### src/rtl/bus_interface_unit_if.sv
// CPU-side request/stall signals and memory-side valid/ready signals of the bus interface unit.
// The master modport is the bus interface unit's view. The slave modport is the CPU/memory environment's view.
`timescale 1ns/1ps

interface bus_interface_unit_if;
    logic        cpu_req;
    logic        cpu_we;
    logic [15:0] cpu_addr;
    logic [7:0]  cpu_wdata;
    logic [7:0]  cpu_rdata;
    logic        cpu_stall;

    logic        mem_valid;
    logic        mem_we;
    logic [15:0] mem_addr;
    logic [7:0]  mem_wdata;
    logic        mem_ready;
    logic [7:0]  mem_rdata;

    logic        wbuf_empty;
    logic        bus_error;

    modport master (
        input  cpu_req, cpu_we, cpu_addr, cpu_wdata, mem_ready, mem_rdata,
        output cpu_rdata, cpu_stall, mem_valid, mem_we, mem_addr, mem_wdata,
               wbuf_empty, bus_error
    );

    modport slave (
        output cpu_req, cpu_we, cpu_addr, cpu_wdata, mem_ready, mem_rdata,
        input  cpu_rdata, cpu_stall, mem_valid, mem_we, mem_addr, mem_wdata,
               wbuf_empty, bus_error
    );
endinterface

### src/rtl/bus_interface_unit.sv
// Posted-write buffer and valid/ready memory sequencer between the CPU datapath and external memory.
// Reads stall the CPU and drain all buffered writes first. A watchdog aborts hung transactions.
`timescale 1ns/1ps

module bus_interface_unit #(
    parameter int unsigned WBUF_DEPTH = 2,
    parameter int unsigned TIMEOUT    = 64,
    parameter logic [7:0]  ERR_DATA   = 8'hFF
) (
    input logic                  ph2,
    input logic                  resetb,
    bus_interface_unit_if.master bus
);
    localparam int unsigned PTR_W = (WBUF_DEPTH > 1) ? $clog2(WBUF_DEPTH) : 1;
    localparam int unsigned CNT_W = $clog2(WBUF_DEPTH + 1);
    localparam int unsigned WD_W  = (TIMEOUT > 1) ? $clog2(TIMEOUT) : 1;

    localparam logic [CNT_W-1:0] DEPTH_C  = CNT_W'(WBUF_DEPTH);
    localparam logic [PTR_W-1:0] PTR_LAST = PTR_W'(WBUF_DEPTH - 1);
    localparam logic [WD_W-1:0]  WD_LAST  = (TIMEOUT == 0) ? '0 : WD_W'(TIMEOUT - 1);
    localparam bit               WD_EN    = (TIMEOUT != 0);

    typedef enum logic [1:0] {
        IDLE       = 2'd0,
        WRITE_WAIT = 2'd1,
        READ_WAIT  = 2'd2,
        RDONE      = 2'd3
    } state_t;

    state_t state_q;
    state_t state_d;

    logic [15:0]      wbuf_addr [WBUF_DEPTH];
    logic [7:0]       wbuf_data [WBUF_DEPTH];
    logic [PTR_W-1:0] wr_ptr_q;
    logic [PTR_W-1:0] rd_ptr_q;
    logic [CNT_W-1:0] count_q;
    logic [WD_W-1:0]  wd_q;

    logic wbuf_full;
    logic rd_pending;
    logic push;
    logic pop;
    logic issue_wr;
    logic issue_rd;
    logic capture;
    logic abort;
    logic wd_expired;
    logic in_wait;

    function automatic logic [PTR_W-1:0] ptr_next(input logic [PTR_W-1:0] p);
        return (p == PTR_LAST) ? '0 : p + 1'b1;
    endfunction

    // Buffer full is judged on the count at the start of the cycle, so a pop in the same
    // cycle never lets a stalled write slip in early.
    assign wbuf_full  = (count_q == DEPTH_C);
    assign rd_pending = bus.cpu_req & ~bus.cpu_we;
    assign push       = bus.cpu_req & bus.cpu_we & ~wbuf_full;
    assign in_wait    = (state_q == WRITE_WAIT) || (state_q == READ_WAIT);
    assign wd_expired = WD_EN && (wd_q == WD_LAST);

    assign bus.cpu_stall  = bus.cpu_req & (bus.cpu_we ? wbuf_full : (state_q != RDONE));
    assign bus.wbuf_empty = (count_q == '0) && (state_q != WRITE_WAIT);

    // NOTE: every always_comb output gets a default first so no path can infer a latch.
    always_comb begin
        state_d  = state_q;
        issue_wr = 1'b0;
        issue_rd = 1'b0;
        pop      = 1'b0;
        capture  = 1'b0;
        abort    = 1'b0;
        unique case (state_q)
            IDLE: begin
                if (count_q != '0) begin
                    issue_wr = 1'b1;
                    state_d  = WRITE_WAIT;
                end else if (rd_pending) begin
                    issue_rd = 1'b1;
                    state_d  = READ_WAIT;
                end
            end
            WRITE_WAIT: begin
                if (bus.mem_ready) begin
                    pop     = 1'b1;
                    state_d = IDLE;
                end else if (wd_expired) begin
                    // A hung write is dropped so the buffer keeps draining.
                    pop     = 1'b1;
                    abort   = 1'b1;
                    state_d = IDLE;
                end
            end
            READ_WAIT: begin
                if (bus.mem_ready) begin
                    capture = 1'b1;
                    state_d = RDONE;
                end else if (wd_expired) begin
                    abort   = 1'b1;
                    state_d = RDONE;
                end
            end
            RDONE: begin
                state_d = IDLE;
            end
            default: begin
                state_d = IDLE;
            end
        endcase
    end

    // NOTE: sequential state uses non-blocking assignments so all registers update together at the edge.
    always_ff @(posedge ph2 or negedge resetb) begin
        if (!resetb) begin
            state_q <= IDLE;
        end else begin
            state_q <= state_d;
        end
    end

    // Watchdog counts stalled wait cycles and restarts whenever the state changes.
    always_ff @(posedge ph2 or negedge resetb) begin
        if (!resetb) begin
            wd_q <= '0;
        end else if (in_wait && (state_d == state_q)) begin
            wd_q <= wd_q + 1'b1;
        end else begin
            wd_q <= '0;
        end
    end

    // NOTE: buffer storage is left unreset; only the pointers and count need a known value.
    always_ff @(posedge ph2) begin
        if (push) begin
            wbuf_addr[wr_ptr_q] <= bus.cpu_addr;
            wbuf_data[wr_ptr_q] <= bus.cpu_wdata;
        end
    end

    always_ff @(posedge ph2 or negedge resetb) begin
        if (!resetb) begin
            wr_ptr_q <= '0;
            rd_ptr_q <= '0;
            count_q  <= '0;
        end else begin
            if (push) begin
                wr_ptr_q <= ptr_next(wr_ptr_q);
            end
            if (pop) begin
                rd_ptr_q <= ptr_next(rd_ptr_q);
            end
            unique case ({push, pop})
                2'b10:   count_q <= count_q + 1'b1;
                2'b01:   count_q <= count_q - 1'b1;
                default: count_q <= count_q;
            endcase
        end
    end

    always_ff @(posedge ph2 or negedge resetb) begin
        if (!resetb) begin
            bus.mem_valid <= 1'b0;
            bus.mem_we    <= 1'b0;
            bus.mem_addr  <= '0;
            bus.mem_wdata <= '0;
        end else begin
            bus.mem_valid <= (state_d == WRITE_WAIT) || (state_d == READ_WAIT);
            if (issue_wr) begin
                bus.mem_we    <= 1'b1;
                bus.mem_addr  <= wbuf_addr[rd_ptr_q];
                bus.mem_wdata <= wbuf_data[rd_ptr_q];
            end else if (issue_rd) begin
                bus.mem_we   <= 1'b0;
                bus.mem_addr <= bus.cpu_addr;
            end
        end
    end

    always_ff @(posedge ph2 or negedge resetb) begin
        if (!resetb) begin
            bus.cpu_rdata <= '0;
            bus.bus_error <= 1'b0;
        end else begin
            bus.bus_error <= abort;
            if (capture) begin
                bus.cpu_rdata <= bus.mem_rdata;
            end else if (abort && (state_q == READ_WAIT)) begin
                bus.cpu_rdata <= ERR_DATA;
            end
        end
    end

endmodule

### src/flat_wrapper.sv
// flat-port wrapper written by rule: the top's interface ports become plain ports
module bus_interface_unit_flat 
#(
    parameter int unsigned WBUF_DEPTH = 2,
    parameter int unsigned TIMEOUT    = 64,
    parameter logic [7:0]  ERR_DATA   = 8'hFF
)
  (ph2, resetb, bus_cpu_req, bus_cpu_we, bus_cpu_addr, bus_cpu_wdata, bus_mem_ready, bus_mem_rdata, bus_cpu_rdata, bus_cpu_stall, bus_mem_valid, bus_mem_we, bus_mem_addr, bus_mem_wdata, bus_wbuf_empty, bus_bus_error);
  bus_interface_unit_if bus_i ();
  input logic ph2;
  input logic resetb;
  input wire logic [$bits(bus_i.cpu_req)-1:0] bus_cpu_req;
  input wire logic [$bits(bus_i.cpu_we)-1:0] bus_cpu_we;
  input wire logic [$bits(bus_i.cpu_addr)-1:0] bus_cpu_addr;
  input wire logic [$bits(bus_i.cpu_wdata)-1:0] bus_cpu_wdata;
  input wire logic [$bits(bus_i.mem_ready)-1:0] bus_mem_ready;
  input wire logic [$bits(bus_i.mem_rdata)-1:0] bus_mem_rdata;
  output wire logic [$bits(bus_i.cpu_rdata)-1:0] bus_cpu_rdata;
  output wire logic [$bits(bus_i.cpu_stall)-1:0] bus_cpu_stall;
  output wire logic [$bits(bus_i.mem_valid)-1:0] bus_mem_valid;
  output wire logic [$bits(bus_i.mem_we)-1:0] bus_mem_we;
  output wire logic [$bits(bus_i.mem_addr)-1:0] bus_mem_addr;
  output wire logic [$bits(bus_i.mem_wdata)-1:0] bus_mem_wdata;
  output wire logic [$bits(bus_i.wbuf_empty)-1:0] bus_wbuf_empty;
  output wire logic [$bits(bus_i.bus_error)-1:0] bus_bus_error;
  assign bus_i.cpu_req = bus_cpu_req;
  assign bus_i.cpu_we = bus_cpu_we;
  assign bus_i.cpu_addr = bus_cpu_addr;
  assign bus_i.cpu_wdata = bus_cpu_wdata;
  assign bus_i.mem_ready = bus_mem_ready;
  assign bus_i.mem_rdata = bus_mem_rdata;
  assign bus_cpu_rdata = bus_i.cpu_rdata;
  assign bus_cpu_stall = bus_i.cpu_stall;
  assign bus_mem_valid = bus_i.mem_valid;
  assign bus_mem_we = bus_i.mem_we;
  assign bus_mem_addr = bus_i.mem_addr;
  assign bus_mem_wdata = bus_i.mem_wdata;
  assign bus_wbuf_empty = bus_i.wbuf_empty;
  assign bus_bus_error = bus_i.bus_error;
  bus_interface_unit #(.WBUF_DEPTH(WBUF_DEPTH), .TIMEOUT(TIMEOUT), .ERR_DATA(ERR_DATA)) u_core (.ph2(ph2), .resetb(resetb), .bus(bus_i));
endmodule
### config.mk
export PLATFORM = sky130hd
export DESIGN_NAME = bus_interface_unit_flat
export DESIGN_NICKNAME = d
export VERILOG_FILES = /design/src/rtl/bus_interface_unit_if.sv /design/src/rtl/bus_interface_unit.sv /design/src/flat_wrapper.sv
export SDC_FILE = /design/constraint.sdc
export NUM_CORES = 1
export LEC_CHECK = 0
export BUFFER_PORTS_ARGS = -buffer_cell sky130_fd_sc_hd__clkbuf_2
export CAP_MARGIN = 20
export CORE_MARGIN = 2
export CORE_UTILIZATION = 55
export CTS_CLUSTER_DIAMETER = 30
export CTS_CLUSTER_SIZE = 20
export DETAILED_ROUTE_END_ITERATION = 16
export PLACE_DENSITY = 0.79
export SLEW_MARGIN = 0
export SYNTH_ARGS = -nofsm -noshare
export SYNTH_HDL_FRONTEND = slang
export SYNTH_SLANG_ARGS = --single-unit
### constraint.sdc
create_clock -name ph2 -period 2.7 [get_ports ph2]
set_clock_uncertainty 0.2 [all_clocks]
set_input_delay 0.54 -clock ph2 [delete_from_list [all_inputs] [get_ports ph2]]
set_output_delay 0.54 -clock ph2 [all_outputs]
set_load 0.05 [all_outputs]
== Yosys cells after proc, flatten, opt, wreduce, memory -nomap -nowiden ==
Memory sizes are Yosys's and may differ from the RTL's. A register that Yosys moved wholly into a read port is not among the register bits.
Cells that the tools add are included.

* Add/subtract/negate cells: 5
* Multipliers: 0
* Div/mod/pow operators: 0
* Magnitude comparators: 0
* Eq/ne operators: 12
* Shift operators: 0
* Muxes and demuxes: 32
* Bitwise operators: 6
* Reduce and logical (&&, ||, !) cells: 13

{| class="wikitable"
|+ Operators by type and width
! cell !! number
|-
| $mux W16 || 2
|-
| $mux W1 || 19
|-
| $mux W8 || 2
|-
| $mux W2 || 6
|-
| $eq A2 B2 Y1 const B || 5
|-
| $pmux W2 S4 || 1
|-
| $reduce_bool A2 Y1 || 4
|-
| $add A6 B1 Y6 const B || 1
|-
| $eq A2 B1 Y1 const B || 3
|-
| $eq A6 B6 Y1 const B || 1
|-
| $mux W6 || 1
|-
| $and A1 B1 Y1 || 4
|-
| $logic_not A2 Y1 || 2
|-
| $pmux W2 S2 || 1
|-
| $logic_and A1 B1 Y1 || 3
|-
| $add A1 B1 Y1 const B || 2
|-
| $add A2 B1 Y2 const B || 1
|-
| $eq A2 B2 Y1 || 1
|-
| $logic_or A1 B1 Y1 || 2
|-
| $ne A2 B1 Y1 const B || 1
|-
| $ne A2 B2 Y1 const B || 1
|-
| $not A1 Y1 || 2
|-
| $reduce_or A2 Y1 || 1
|-
| $sub A2 B1 Y2 const B || 1
|-
| $logic_not A1 Y1 || 1
|}

* Bits in registers: 39
* Bits in latches: 0
* Bits in writable memories: 48
* Memory bits (read-only): 0
* Memories kept: 2

{| class="wikitable"
|+ Memories
! name !! depth !! width !! read ports !! clocked after Yosys merged registers in !! wr ports !! line !! RTL
|-
| u_core.wbuf_addr || 2 || 16 || 1 || 0 || 1 || bus_interface_unit.sv:33 || <nowiki>logic [15:0] wbuf_addr [WBUF_DEPTH];</nowiki>
|-
| u_core.wbuf_data || 2 || 8 || 1 || 1 || 1 || bus_interface_unit.sv:34 || <nowiki>logic [7:0] wbuf_data [WBUF_DEPTH];</nowiki>
|}

== Depth between registers and ports, before layout ==
Gate-level depths: netlist of run 1.

* Depth after elaboration: 8
* Depth in mapped cells: 9
* Mapped depth without buffers: 8

== Worst setup path after synthesis of run 1 ==
OpenSTA, ideal clock, no wires.

* Path type: reg-to-output
* Start: register u_core.state_q[1]
* End: output port bus_wbuf_empty
* Arrival: 1.765 ns
* Path slack: 0.195 ns
* Cell stages (with the launch flop): 4
* Path buffers: 0
* Path through: dfrtp_1 > inv_1 > ha_1 > nor3_1

* Cells in the longest elaborated chain, start to end: 2

{| class="wikitable"
|+ Ends and longest elaborated chain
! what !! line !! RTL
|-
| start: declaration || bus_interface_unit.sv:30 || <nowiki>state_t state_q;</nowiki>
|-
| start signal: assignment || bus_interface_unit.sv:118 || <nowiki>state_q <= state_d;</nowiki>
|-
| $ne A2 B1 Y1 || bus_interface_unit.sv:64 || <nowiki>assign bus.wbuf_empty = (count_q == '0) && (state_q != WRITE_WAIT);</nowiki>
|-
| $logic_and A1 B1 Y1 || bus_interface_unit.sv:64 ||
|-
| end: declaration || flat_wrapper.sv:24 || <nowiki>output wire logic [$bits(bus_i.wbuf_empty)-1:0] bus_wbuf_empty;</nowiki>
|}

Every way passes these cells.

== Worst setup path after layout of run 1 ==
* Start: register u_core.state_q[0]
* End: register u_core.wd_q[2]

* Cells in the longest elaborated chain, start to end: 6

{| class="wikitable"
|+ Ends and longest elaborated chain
! what !! line !! RTL
|-
| $mux W2, on equally long branches || bus_interface_unit.sv:99, bus_interface_unit.sv:79, bus_interface_unit.sv:88 ||
|-
| $mux W2, on equally long branches || bus_interface_unit.sv:96, bus_interface_unit.sv:76, bus_interface_unit.sv:85 ||
|-
| $pmux W2 S4 || bus_interface_unit.sv:74 || <nowiki>unique case (state_q)</nowiki>
|-
| $eq A2 B2 Y1 || bus_interface_unit.sv:126 || <nowiki>end else if (in_wait && (state_d == state_q)) begin</nowiki>
|-
| $logic_and A1 B1 Y1 * || bus_interface_unit.sv:126 ||
|-
| $mux W6 * || bus_interface_unit.sv:126 ||
|-
| end signal: assignment || bus_interface_unit.sv:127 || <nowiki>wd_q <= wd_q + 1'b1;</nowiki>
|-
| end: declaration || bus_interface_unit.sv:38 || <nowiki>logic [WD_W-1:0] wd_q;</nowiki>
|}

Every way passes the cells marked *; elsewhere a longest branch is shown, timed or not.
A chain may end at the register's enable or synchronous reset.

==> results of run 1 <==
==> flip-flops by register name, indices dropped and copies added (netlist names) <==
register and flops:
u_core.state_q 2, u_core.bus.mem_addr 16, u_core.count_q 2, u_core.bus.mem_we 1, u_core.bus.mem_valid 1, u_core.wd_q 6
u_core.wr_ptr_q 1, u_core.bus.cpu_rdata 8, u_core.wbuf_data 16, u_core.bus.bus_error 1, u_core.wbuf_addr 32, u_core.bus.mem_wdata 8
u_core.rd_ptr_q 1
==> synth_stat cells (2+ instances only) <==
library cell / number
clkbuf_1: 6
nor2b_1: 18
inv_1: 4
o21ai_0: 9
nand2_1: 45
a211oi_1: 16
nand2b_1: 3
o22a_1: 8
o21a_1: 2
nand3_1: 3
nor3_1: 7
mux2i_1: 9
xor2_1: 4
xnor2_1: 6
edfxtp_1: 48
nor3b_1: 3
nor2_1: 6
or3_1: 2
ha_1: 6
and2_1: 2
a31oi_1: 16
buf_2: 5
dfrtp_1: 47
==> routing by layer <==
layer | routed length [um] | vias to the layer above
met1 | 2798 | 1207
met2 | 3726 | 64
met3 | 328 | 12
met4 | 109 | 0
met5 | 0 | -
li1 | - | 1214
==> final cells by class <==
cell class | instances | share of cell area
Clock buffer | 10 | 0.02779
Clock inverter | 6 | 0.02125
Inverter | 4 | 0.003270
Multi-Input combinational cell | 178 | 0.2534
Sequential cell | 95 | 0.5700
Tap cell | 96 | 0.02616
Timing Repair Buffer | 80 | 0.09809
==> kinds of logic after synthesis <==
logic type,count (synthesis),share of synthesized area
AO/OA/AOI/OAI,59,0.1129
buffers and inverters,19,0.02336
AND/OR/NAND/NOR,94,0.1191
multiplexers,9,0.02337
adder cells (fa/ha/maj),6,0.01947
flip-flops,95,0.6790
XOR/XNOR,10,0.02272
==> path summary, 6_finish.rpt <==
path	to	from	slack, ns	cells after the start
max in group asynchronous	u_core.wd_q[3]$_DFF_PN0_	resetb	1.82	2
hold reg to reg	u_core.wd_q[0]$_DFF_PN0_	u_core.wd_q[0]$_DFF_PN0_	0.27	1
setup / recovery	u_core.wd_q[2]$_DFF_PN0_	u_core.state_q[0]$_DFF_PN0_	0.30	6
hold / removal	u_core.bus.mem_addr[15]$_DFFE_PN0P_	resetb	0.06	2
min in group ph2	u_core.wbuf_data[0][0]$_DFFE_PP_	bus_cpu_wdata[0]	0.16	1
setup reg to reg	u_core.wd_q[2]$_DFF_PN0_	u_core.state_q[0]$_DFF_PN0_	0.30	6
==> power by group <==
part / internal, uW / switching, uW
Sequential: 1950 / 275
Clock: 537 / 498
Combinational: 778 / 1830
==> critical path, delay by kind of cell, from the launching register on <==
| kind | cells | cell delay [ns] |
|---|---|---|
| AOI/OAI and AO/OA | 1 | 0.20 |
| adders and majority gates | 1 | 0.46 |
| buffers and inverters | 1 | 0.15 |
| DFF | 1 | 0.44 |
| and+or+nand+nor | 3 | 0.86 |
==> layout by cell type (no fill, tap or decap), types with 4 or more instances in the layout <==
master    count
nand2_1      45
a31oi_1      16
edfxtp_1     48
buf_4         5
inv_1         4
nor2_1        4
nor2b_1      18
xor2_1        4
clkbuf_8      9
mux2i_1       9
a211oi_1     16
xnor2_1       6
clkbuf_2     73
nor3_1        7
ha_1          6
o21ai_0       9
dfrtp_1      47
o22a_1        8
==> metrics by stage <==
| stage | hold WS (ns) | instances | setup WS [ns] | utilization |
|---|---|---|---|---|
| final | 0.06364 | 469 | 0.2974 | 0.6759 |
| after global routing | 0.1027 | 469 | 0.1223 | 0.6759 |
| after CTS | 0.07341 | 468 | 0.3366 | 0.6718 |
| after detailed placement | 0.2627 | 452 | 0.3656 | 0.6387 |
| after global placement | 0.2574 | 452 | 0.5214 | 0.6387 |
| after floorplan | 0.04441 | 292 | 0.1953 | - |
==> results.py, run 1 <==
metrics = {
    "cells_and_area": {
        "diodes": 0,
        "multiInputGateArea_um2": 1164,
        "fillers": 492,
        "drive_gt1_frac": 0.2815,
        "nets": 411,
        "seq_area_um2": 2618,
        "area_delta_synth_final_pct": 19.12,
        "fin_area_um2": 4592,
    },
    "timing": {
        "fin_crit_sh": 0.8899,
        "tightest_slew_ns": 0.5999,
        "tns_ns": 0,
        "slew_headroom": 0.6000,
        "fmax_mhz": 416.2,
        "min_period_ns": 2.403,
        "hold_viol_final": 0,
        "drv_slew": 0,
        "rsz0062_at_grt": "no",
        "finalSetupViolCount": 0,
    },
    "die": {
        "core_area_um2": 6794,
        "rows": 30,
        "pin_count": 74,
        "dieArea_um2": 7695,
        "fp.dieH_um": 87.72,
        "start_util": 0.5674,
        "dieWidth_um": 87.72,
    },
    "grt": {
        "grtUsageMet3": 0.05090,
        "grtUsageTotal": 0.1934,
        "grt_max_degree": 50,
        "grt.busiest_layer": "met2",
        "overflow": 0,
        "use_met2": 0.3189,
        "met1_usage": 0.2471,
        "grt_pass1_wl_um": 11160,
        "antenna_found_initial": 0,
        "grt_pass1_vias": 2361,
    },
    "status": {
        "outcome": "finished clean",
    },
    "route": {
        "dr.first_iter.drc_count": 201,
        "wl_per_cell_um": 14.84,
        "vias_per_cell": 5.324,
        "wl_um": 6961,
        "drtAntennaViolNets": 0,
        "first_pass_iters": 4,
        "drcViolationCount": 0,
        "via_count": 2497,
    },
    "synth": {
        "synth_nets": 335,
        "syn_area_per_cell_um2": 13.20,
        "synthArstFlopShare": 0.4947,
        "netlist_area_um2": 3855,
        "ys_seq_elements": 95,
        "synth_top_flop_cell": "edfxtp_1",
        "seq_area_frac_synth": 0.6790,
        "yosysTopAreaCell": "edfxtp_1",
        "synth_top_area_share": 0.3739,
        "ys_types": 40,
        "synth_warnings": 0,
        "yosys-top-cells-area": "edfxtp_1 37%, dfrtp_1 31%, nand2_1 4.4%, a211oi_1 3.1%, nor2b_1 2.9%",
        "syn-instance-count": 292,
        "synth_edf_count": 48,
    },
    "cts": {
        "cts_tree": "done",
        "clk_pin_slew_ns": 0.10,
        "cts.path.max_buffers": 2,
        "post_cts_buffers": 0,
        "clockRootBuffer": "clkbuf_8",
        "htreeDepth": 3,
        "clock_sinks": 95,
        "cts_resized": 0,
        "clk_latency_ns": 0.36,
        "cts_buffers": 9,
        "holdBufCountCts": 0,
    },
    "setup_path": {
        "crit_fanout": 12,
        "max_stage_delay_ns": 0.46,
        "setup.worst_path.class": "reg2reg",
        "cp_slowest_cell": "ha_1",
        "required_ns": 2.76,
        "cp-start-kind": "flop",
        "path_cells": "inv_1 -> ha_1 -> nor3b_1 -> nand3b_1 -> o2111ai_2 -> nor3_1",
        "end_kind": "flop",
        "cp.arrival_ns": 2.47,
    },
    "placement": {
        "routabilityCongestion": 0.7647,
        "hpwlAfterDp_um": 4590,
        "place_area_um2": 4339,
        "portBuffers": 73,
    },
    "pwr": {
        "ir_drop_mv": 0.6668,
        "power_density_nw_per_um2": 1277,
        "finalPower_uw": 5865,
        "power_leakage_uw": 0.001893,
    },
    "worst_hold_path": {
        "hold_path_class": "in2async",
    },
    "job": {
        "drv_cap": 0,
    },
}
No activity file was read; power rests on OpenSTA's default activity.
==> run 2, diff against run 1 <==
--- a/config.mk
+++ b/config.mk
@@ -8,11 +8,11 @@
 export BUFFER_PORTS_ARGS = -buffer_cell sky130_fd_sc_hd__clkbuf_2
 export CAP_MARGIN = 20
 export CORE_MARGIN = 2
-export CORE_UTILIZATION = 55
+export CORE_UTILIZATION = 49
 export CTS_CLUSTER_DIAMETER = 30
 export CTS_CLUSTER_SIZE = 20
 export DETAILED_ROUTE_END_ITERATION = 16
-export PLACE_DENSITY = 0.79
+export PLACE_DENSITY = 0.75
 export SLEW_MARGIN = 0
 export SYNTH_ARGS = -nofsm -noshare
 export SYNTH_HDL_FRONTEND = slang
==> constraint.sdc (replaced) <==
create_clock -name ph2 -period 2.18 [get_ports ph2]
set_clock_uncertainty 0.2 [all_clocks]
set_input_delay 0.436 -clock ph2 [delete_from_list [all_inputs] [get_ports ph2]]
set_output_delay 0.436 -clock ph2 [all_outputs]
set_load 0.05 [all_outputs]
==> run 2 against run 1 <==
  * Hold slack got worse by 0.00090 ns
  * Combinational power increased by 37%
  * Total power increased by 25%
  * Largest cell class unchanged
==> results.py, run 2 (same netlist as run 1, synthesis figures left out) <==
metrics = {
    "route": {
        "dr.first_iter.drc_count": 118,
        "wl_per_cell_um": 15.46,
        "drcViolationCount": 0,
        "drtAntennaViolNets": 0,
        "vias_per_cell": 5.270,
        "first_pass_iters": 4,
        "wl_um": 7669,
        "via_count": 2614,
    },
    "cells_and_area": {
        "largest_register": "u_core.wbuf_addr",
        "area_delta_synth_final_pct": 23.34,
        "largest_reg_flops": 32,
        "diodes": 0,
        "fillers": 645,
        "nets": 432,
        "drive_gt1_frac": 0.3426,
        "multiInputGateArea_um2": 1195,
        "largestRegisters": "u_core.wbuf_addr: 32 flops, u_core.bus.mem_addr: 16 flops, u_core.wbuf_data: 16 flops",
        "stdcell_count": 496,
        "fin_area_um2": 4755,
        "layout.cells.most_common": "clkbuf_2",
        "final_cell_mix": "71 x clkbuf_2, 48 x edfxtp_1, 45 x nand2_1, 45 x dfrtp_1, 26 x buf_4",
        "seq_area_um2": 2620,
    },
    "die": {
        "core_area_um2": 7687,
        "rows": 32,
        "fp.dieH_um": 92.70,
        "dieWidth_um": 92.70,
        "pin_count": 74,
        "start_util": 0.5015,
        "dieArea_um2": 8592,
    },
    "setup_path": {
        "max_stage_delay_ns": 0.38,
        "cp-start-kind": "flop",
        "end_kind": "primary output",
        "cp_slowest_cell": "dfrtp_1",
        "crit_fanout": 5,
        "required_ns": 1.54,
        "setup.worst_path.class": "reg2out",
        "r2r-start": "u_core.wd_q[0]$_DFF_PN0_",
        "cp.arrival_ns": 1.48,
        "setup.worst_path.start": "u_core.state_q[1]$_DFF_PN0_",
        "path_cells": "buf_4 -> ha_1 -> mux2i_1 -> and2_1 -> buf_8",
    },
    "pwr": {
        "ir_drop_mv": 0.5854,
        "power_density_nw_per_um2": 1543,
        "power_leakage_uw": 0.001973,
    },
    "grt": {
        "overflow": 0,
        "grt_pass1_vias": 2616,
        "grtUsageTotal": 0.1871,
        "grtUsageMet3": 0.03743,
        "antenna_found_initial": 0,
        "grt.busiest_layer": "met2",
        "grt_max_degree": 30,
        "met1_usage": 0.2358,
        "grt_pass1_wl_um": 12360,
        "use_met2": 0.3133,
    },
    "timing": {
        "fmax_mhz": 473.1,
        "rsz0062_at_grt": "no",
        "finalSetupViolCount": 0,
        "fin_crit_sh": 0.9696,
        "tightest_slew_ns": 0.5360,
        "worst_hold_slack_ns": 0.06273,
        "slew_headroom": 0.6426,
        "min_period_ns": 2.114,
        "hold_viol_final": 0,
        "drv_slew": 0,
    },
    "worst_hold_path": {
        "hp-start": "bus_cpu_wdata[3]",
        "hold_path_class": "in2reg",
    },
    "status": {
        "outcome": "finished clean",
    },
    "placement": {
        "place_area_um2": 4437,
        "place_inst": 470,
        "routabilityCongestion": 0.8058,
        "hpwlAfterDp_um": 5296,
        "portBuffers": 73,
    },
    "cts": {
        "htreeDepth": 3,
        "clk_latency_ns": 0.35,
        "clk_pin_slew_ns": 0.10,
        "cts.path.max_buffers": 2,
        "clock_sinks": 95,
        "cts_tree": "done",
        "cts_buffers": 9,
        "clockRootBuffer": "clkbuf_8",
    },
    "job": {
        "drv_cap": 0,
    },
}
==> run 2: cell count changes in the layout (fill, tap and decap cells not counted), sizes merged <==
cell,delta
buf,+22
bufinv,-2
clkbuf,-3
clkinv,+2
clkinvlp,+1
dlygate4sd3,+1
==> run 2: report_power, final <==
group / leakage, uW / internal [uW] / switching [uW]
Combinational: 0.000884 / 1140 / 2430
Sequential: 0.000994 / 2420 / 271
Clock: 0.0000949 / 440 / 639
==> run 2: repair_timing <==
action,in CTS,in global routing
setup buffers,0,9
hold buffers,1,0
endpoints found under the hold margin,18,0
endpoints found under the setup margin,2,6
resized for setup,6,10
pin swaps,0,3
==> run 2: routing by layer <==
metal	vias up	share of wire
met3	15	0.037
met4	0	0.022
met2	60	0.50
li1	1258	-
met1	1281	0.44
met5	-	0
==> run 2: stage by stage <==
stage / setup WS (ns) / total power [uW] / util / setup TNS, ns
after global placement: 0.1003 / 6034 / 0.5771 / 0
after global routing: 0.003514 / 7772 / 0.6185 / 0
after detailed placement: 0.05675 / 6128 / 0.5771 / 0
final: 0.06626 / 7338 / 0.6185 / 0
after floorplan: -0.2207 / 5167 / - / -10.32
after CTS: 0.01324 / 7242 / 0.6058 / 0
==> run 2: final timing paths <==
path	end	slack [ns]	cells after the start
worst max-delay path	bus_cpu_stall	0.07	5
worst min-delay path	u_core.wbuf_data[0][3]$_DFFE_PP_	0.06	1
worst max register to register	u_core.count_q[1]$_DFFE_PN0P_	0.13	8
worst min register to register	u_core.bus.mem_we$_DFFE_PN0P_	0.29	2
max in group asynchronous	u_core.count_q[1]$_DFFE_PN0P_	0.84	3
min in group asynchronous	u_core.bus.mem_addr[12]$_DFFE_PN0P_	0.39	2
==> run 2: critical path, delay by kind of cell, from the launching register on <==
kind / cells / cell delay [ns]
adders and majority gates: 1 / 0.17
buffers and inverters: 2 / 0.30
DFF: 1 / 0.38
muxes: 1 / 0.11
and+or+nand+nor: 1 / 0.17
==> run 2: cell type report <==
cell class / count / area share
sequential: 95 / 0.5511
timing repair buffer: 101 / 0.1276
clock buffer: 9 / 0.02605
clock inverter: 7 / 0.01395
inverter: 4 / 0.003158
multi-input combinational: 178 / 0.2513
tap: 102 / 0.02684
==> run 3, diff against run 2 <==
--- a/config.mk
+++ b/config.mk
@@ -8,11 +8,11 @@
 export BUFFER_PORTS_ARGS = -buffer_cell sky130_fd_sc_hd__clkbuf_2
 export CAP_MARGIN = 20
 export CORE_MARGIN = 2
-export CORE_UTILIZATION = 49
+export CORE_UTILIZATION = 45
 export CTS_CLUSTER_DIAMETER = 30
 export CTS_CLUSTER_SIZE = 20
 export DETAILED_ROUTE_END_ITERATION = 16
-export PLACE_DENSITY = 0.75
+export PLACE_DENSITY = 0.7
 export SLEW_MARGIN = 0
 export SYNTH_ARGS = -nofsm -noshare
 export SYNTH_HDL_FRONTEND = slang
==> constraint.sdc (replaced) <==
create_clock -name ph2 -period 2.18 [get_ports ph2]
set_clock_uncertainty 0.2 [all_clocks]
set_input_delay 0.109 -clock ph2 [delete_from_list [all_inputs] [get_ports ph2]]
set_output_delay 0.109 -clock ph2 [all_outputs]
set_load 0.05 [all_outputs]
==> run 3 against run 2 <==
  * Hold slack worse by 0.038 ns
  * Final cell count is 5.0% higher
  * Sequential cell count stayed put
  * Design area is 5.3% higher
  * Total power is 1.8% lower
  * Die area is 8.5% higher
  * Sequential share of layout area is 2.8 points lower
  * Maximum frequency is 0.74% higher
  * Critical path type is now reg2reg
==> results.py, run 3 (same netlist as run 1, synthesis figures left out) <==
metrics = {
    "cts": {
        "clockRootBuffer": "clkbuf_8",
        "clk_pin_slew_ns": 0.09,
        "clk_latency_ns": 0.37,
        "clock_sinks": 95,
        "htreeDepth": 3,
        "cts_tree": "done",
        "cts.path.max_buffers": 2,
        "cts_buffers": 9,
    },
    "setup_path": {
        "rrSetupSlack_ns": 0.08,
        "crit_buf_inv": 0,
        "path_cells": "ha_2 -> and3_1 -> and3_2 -> o21a_1 -> ha_2 -> xnor2_2 -> nor2_2 -> xor2_1",
        "rr_endpoint": "u_core.count_q[1]$_DFFE_PN0P_",
        "cp_common_cell": "ha_2",
        "setup.worst_path.class": "reg2reg",
        "cp_slowest_cell": "dfrtp_1",
        "crit_fanout": 3,
        "required_ns": 2.27,
        "end_kind": "flop",
        "r2r-start": "u_core.wd_q[0]$_DFF_PN0_",
        "max_stage_delay_ns": 0.40,
        "cp-start-kind": "flop",
        "reg2reg_depth": 8,
        "cpLargestDelayFamily": "simple AND/OR/NAND/NOR gates",
        "cp.arrival_ns": 2.19,
    },
    "route": {
        "wl_um": 8030,
        "vias_per_cell": 5.253,
        "first_pass_iters": 6,
        "via_count": 2737,
        "drtAntennaViolNets": 0,
        "wl_per_cell_um": 15.41,
        "dr.first_iter.drc_count": 150,
        "drcViolationCount": 0,
    },
    "worst_hold_path": {
        "hold_end": "u_core.wr_ptr_q$_DFFE_PN0P_",
        "worstHoldPathCells": 3,
        "hp-start": "bus_cpu_we",
        "hold_path_class": "in2reg",
    },
    "cells_and_area": {
        "nets": 454,
        "layout.cells.most_common": "clkbuf_2",
        "fillers": 651,
        "area_delta_synth_final_pct": 29.86,
        "final_cell_mix": "73 x clkbuf_2, 48 x edfxtp_1, 46 x dfrtp_1",
        "largest_register": "u_core.wbuf_addr",
        "largestRegisters": "u_core.wbuf_addr: 32 flops, u_core.bus.mem_addr: 16 flops, u_core.wbuf_data: 16 flops",
        "drive_gt1_frac": 0.2861,
        "seq_area_um2": 2619,
        "diodes": 0,
        "largest_reg_flops": 32,
        "multiInputGateArea_um2": 1195,
    },
    "timing": {
        "worst_hold_slack_ns": 0.02470,
        "slew_headroom": 0.4658,
        "drv_slew": 0,
        "setup_slack_ns": 0.08173,
        "hold_viol_final": 0,
        "tightest_slew_ns": 0.7982,
        "fin_crit_sh": 0.9625,
        "finalSetupViolCount": 0,
        "fmax_mhz": 476.6,
        "min_period_ns": 2.098,
    },
    "pwr": {
        "power_density_nw_per_um2": 1440,
        "power_leakage_uw": 0.002052,
        "ir_drop_mv": 0.7555,
        "switchingPower_uw": 3317,
        "combPwrFrac": 0.475,
        "swShare": 0.4603,
        "seq_power_share": 0.376,
        "power.share.clock": 0.149,
        "p_int_uw": 3890,
    },
    "placement": {
        "routabilityCongestion": 0.7933,
        "hpwlAfterDp_um": 5135,
        "portBuffers": 73,
        "preCtsSetupSlack_ns": 0.04220,
    },
    "die": {
        "rows": 33,
        "dieWidth_um": 96.56,
        "core_area_um2": 8258,
        "start_util": 0.4668,
        "fp.dieH_um": 96.56,
        "dieArea_um2": 9323,
        "pin_count": 74,
    },
    "grt": {
        "grtUsageTotal": 0.1817,
        "antenna_found_initial": 0,
        "grt_pass1_wl_um": 12680,
        "overflow": 0,
        "grt_max_degree": 41,
        "grt_pass1_vias": 2747,
    },
    "job": {
        "drv_cap": 0,
    },
    "status": {
        "outcome": "finished clean",
    },
}
[run 3: cell count changes in the layout (fill, tap and decap cells not counted), sizes merged]
cell	change
clkinv	-2
clkbuf	+3
buf	-14
clkinvlp	+1
dlygate4sd3	+34
[run 3: through the flow]
step,TNS (ns),std cells,utilization,area (um2),power (uW)
floorplan,-10.10,292,-,3855,5167
global placement,0,468,0.5362,4428,5963
detailed placement,0,468,0.5362,4428,6062
CTS,0,519,0.6005,4959,7180
global route,-0.008905,521,0.6062,5006,7668
finish,0,521,0.6062,5006,7207
[run 3: layout make-up]
cell class                      instances  area share
Sequential cell                        95      0.5231
Multi-Input combinational cell        178      0.2387
Timing Repair Buffer                  123      0.1730
Tap cell                              105     0.02624
Clock buffer                           10     0.02549
Clock inverter                          6     0.01050
Inverter                                4    0.002999
[run 3: how the worst max path moves through the flow]
| stage | from | endpoint | slack, ns | cells past startpoint |
|---|---|---|---|---|
| 2_1_floorplan | u_core.count_q[0]$_DFFE_PN0P_ | u_core.wbuf_addr[0][0]$_DFFE_PP_ | -0.21 | 4 |
| 3_3_place_gp | u_core.wd_q[0]$_DFF_PN0_ | u_core.count_q[1]$_DFFE_PN0P_ | 0.10 | 7 |
| 3_5_place_dp | u_core.wd_q[0]$_DFF_PN0_ | u_core.count_q[1]$_DFFE_PN0P_ | 0.04 | 7 |
| 4_1_cts | u_core.wd_q[0]$_DFF_PN0_ | u_core.count_q[1]$_DFFE_PN0P_ | 0.03 | 7 |
| 5_1_grt | u_core.wd_q[0]$_DFF_PN0_ | u_core.count_q[1]$_DFFE_PN0P_ | -0.009 | 8 |
| 6_report | u_core.wd_q[0]$_DFF_PN0_ | u_core.count_q[1]$_DFFE_PN0P_ | 0.08 | 8 |
[run 3: what timing repair did]
action,in CTS,in global routing
hold endpoints to repair,100,0
gates resized for setup,0,7
hold buffers,35,0
buffers inserted,0,2
endpoints found under the setup margin,0,7
[run 3: worst min-delay path: stages]
cell and delay [ns]:
clkbuf_2 0.13, nand3_1 0.22, xnor2_1 0.09
[run 3: per-layer routing]
layer,GRT usage,routed length [um],up-vias,share of wire
li1,-,-,1304,-
met1,0.2159,3363,1351,0.42
met2,0.3166,4210,71,0.52
met3,0.03103,325,11,0.040
met4,0.09390,131,0,0.016
met5,0,0,-,0
[run 3: power groups by stage]
stage / Combinational (uW) / Clock (uW) / Sequential, uW
after CTS: 3370 / 1100 / 2710
after floorplan: 1400 / 0 / 3770
final: 3420 / 1070 / 2710
after detailed placement: 3320 / 0 / 2750
after global placement: 3240 / 0 / 2720
after global routing: 3720 / 1180 / 2770
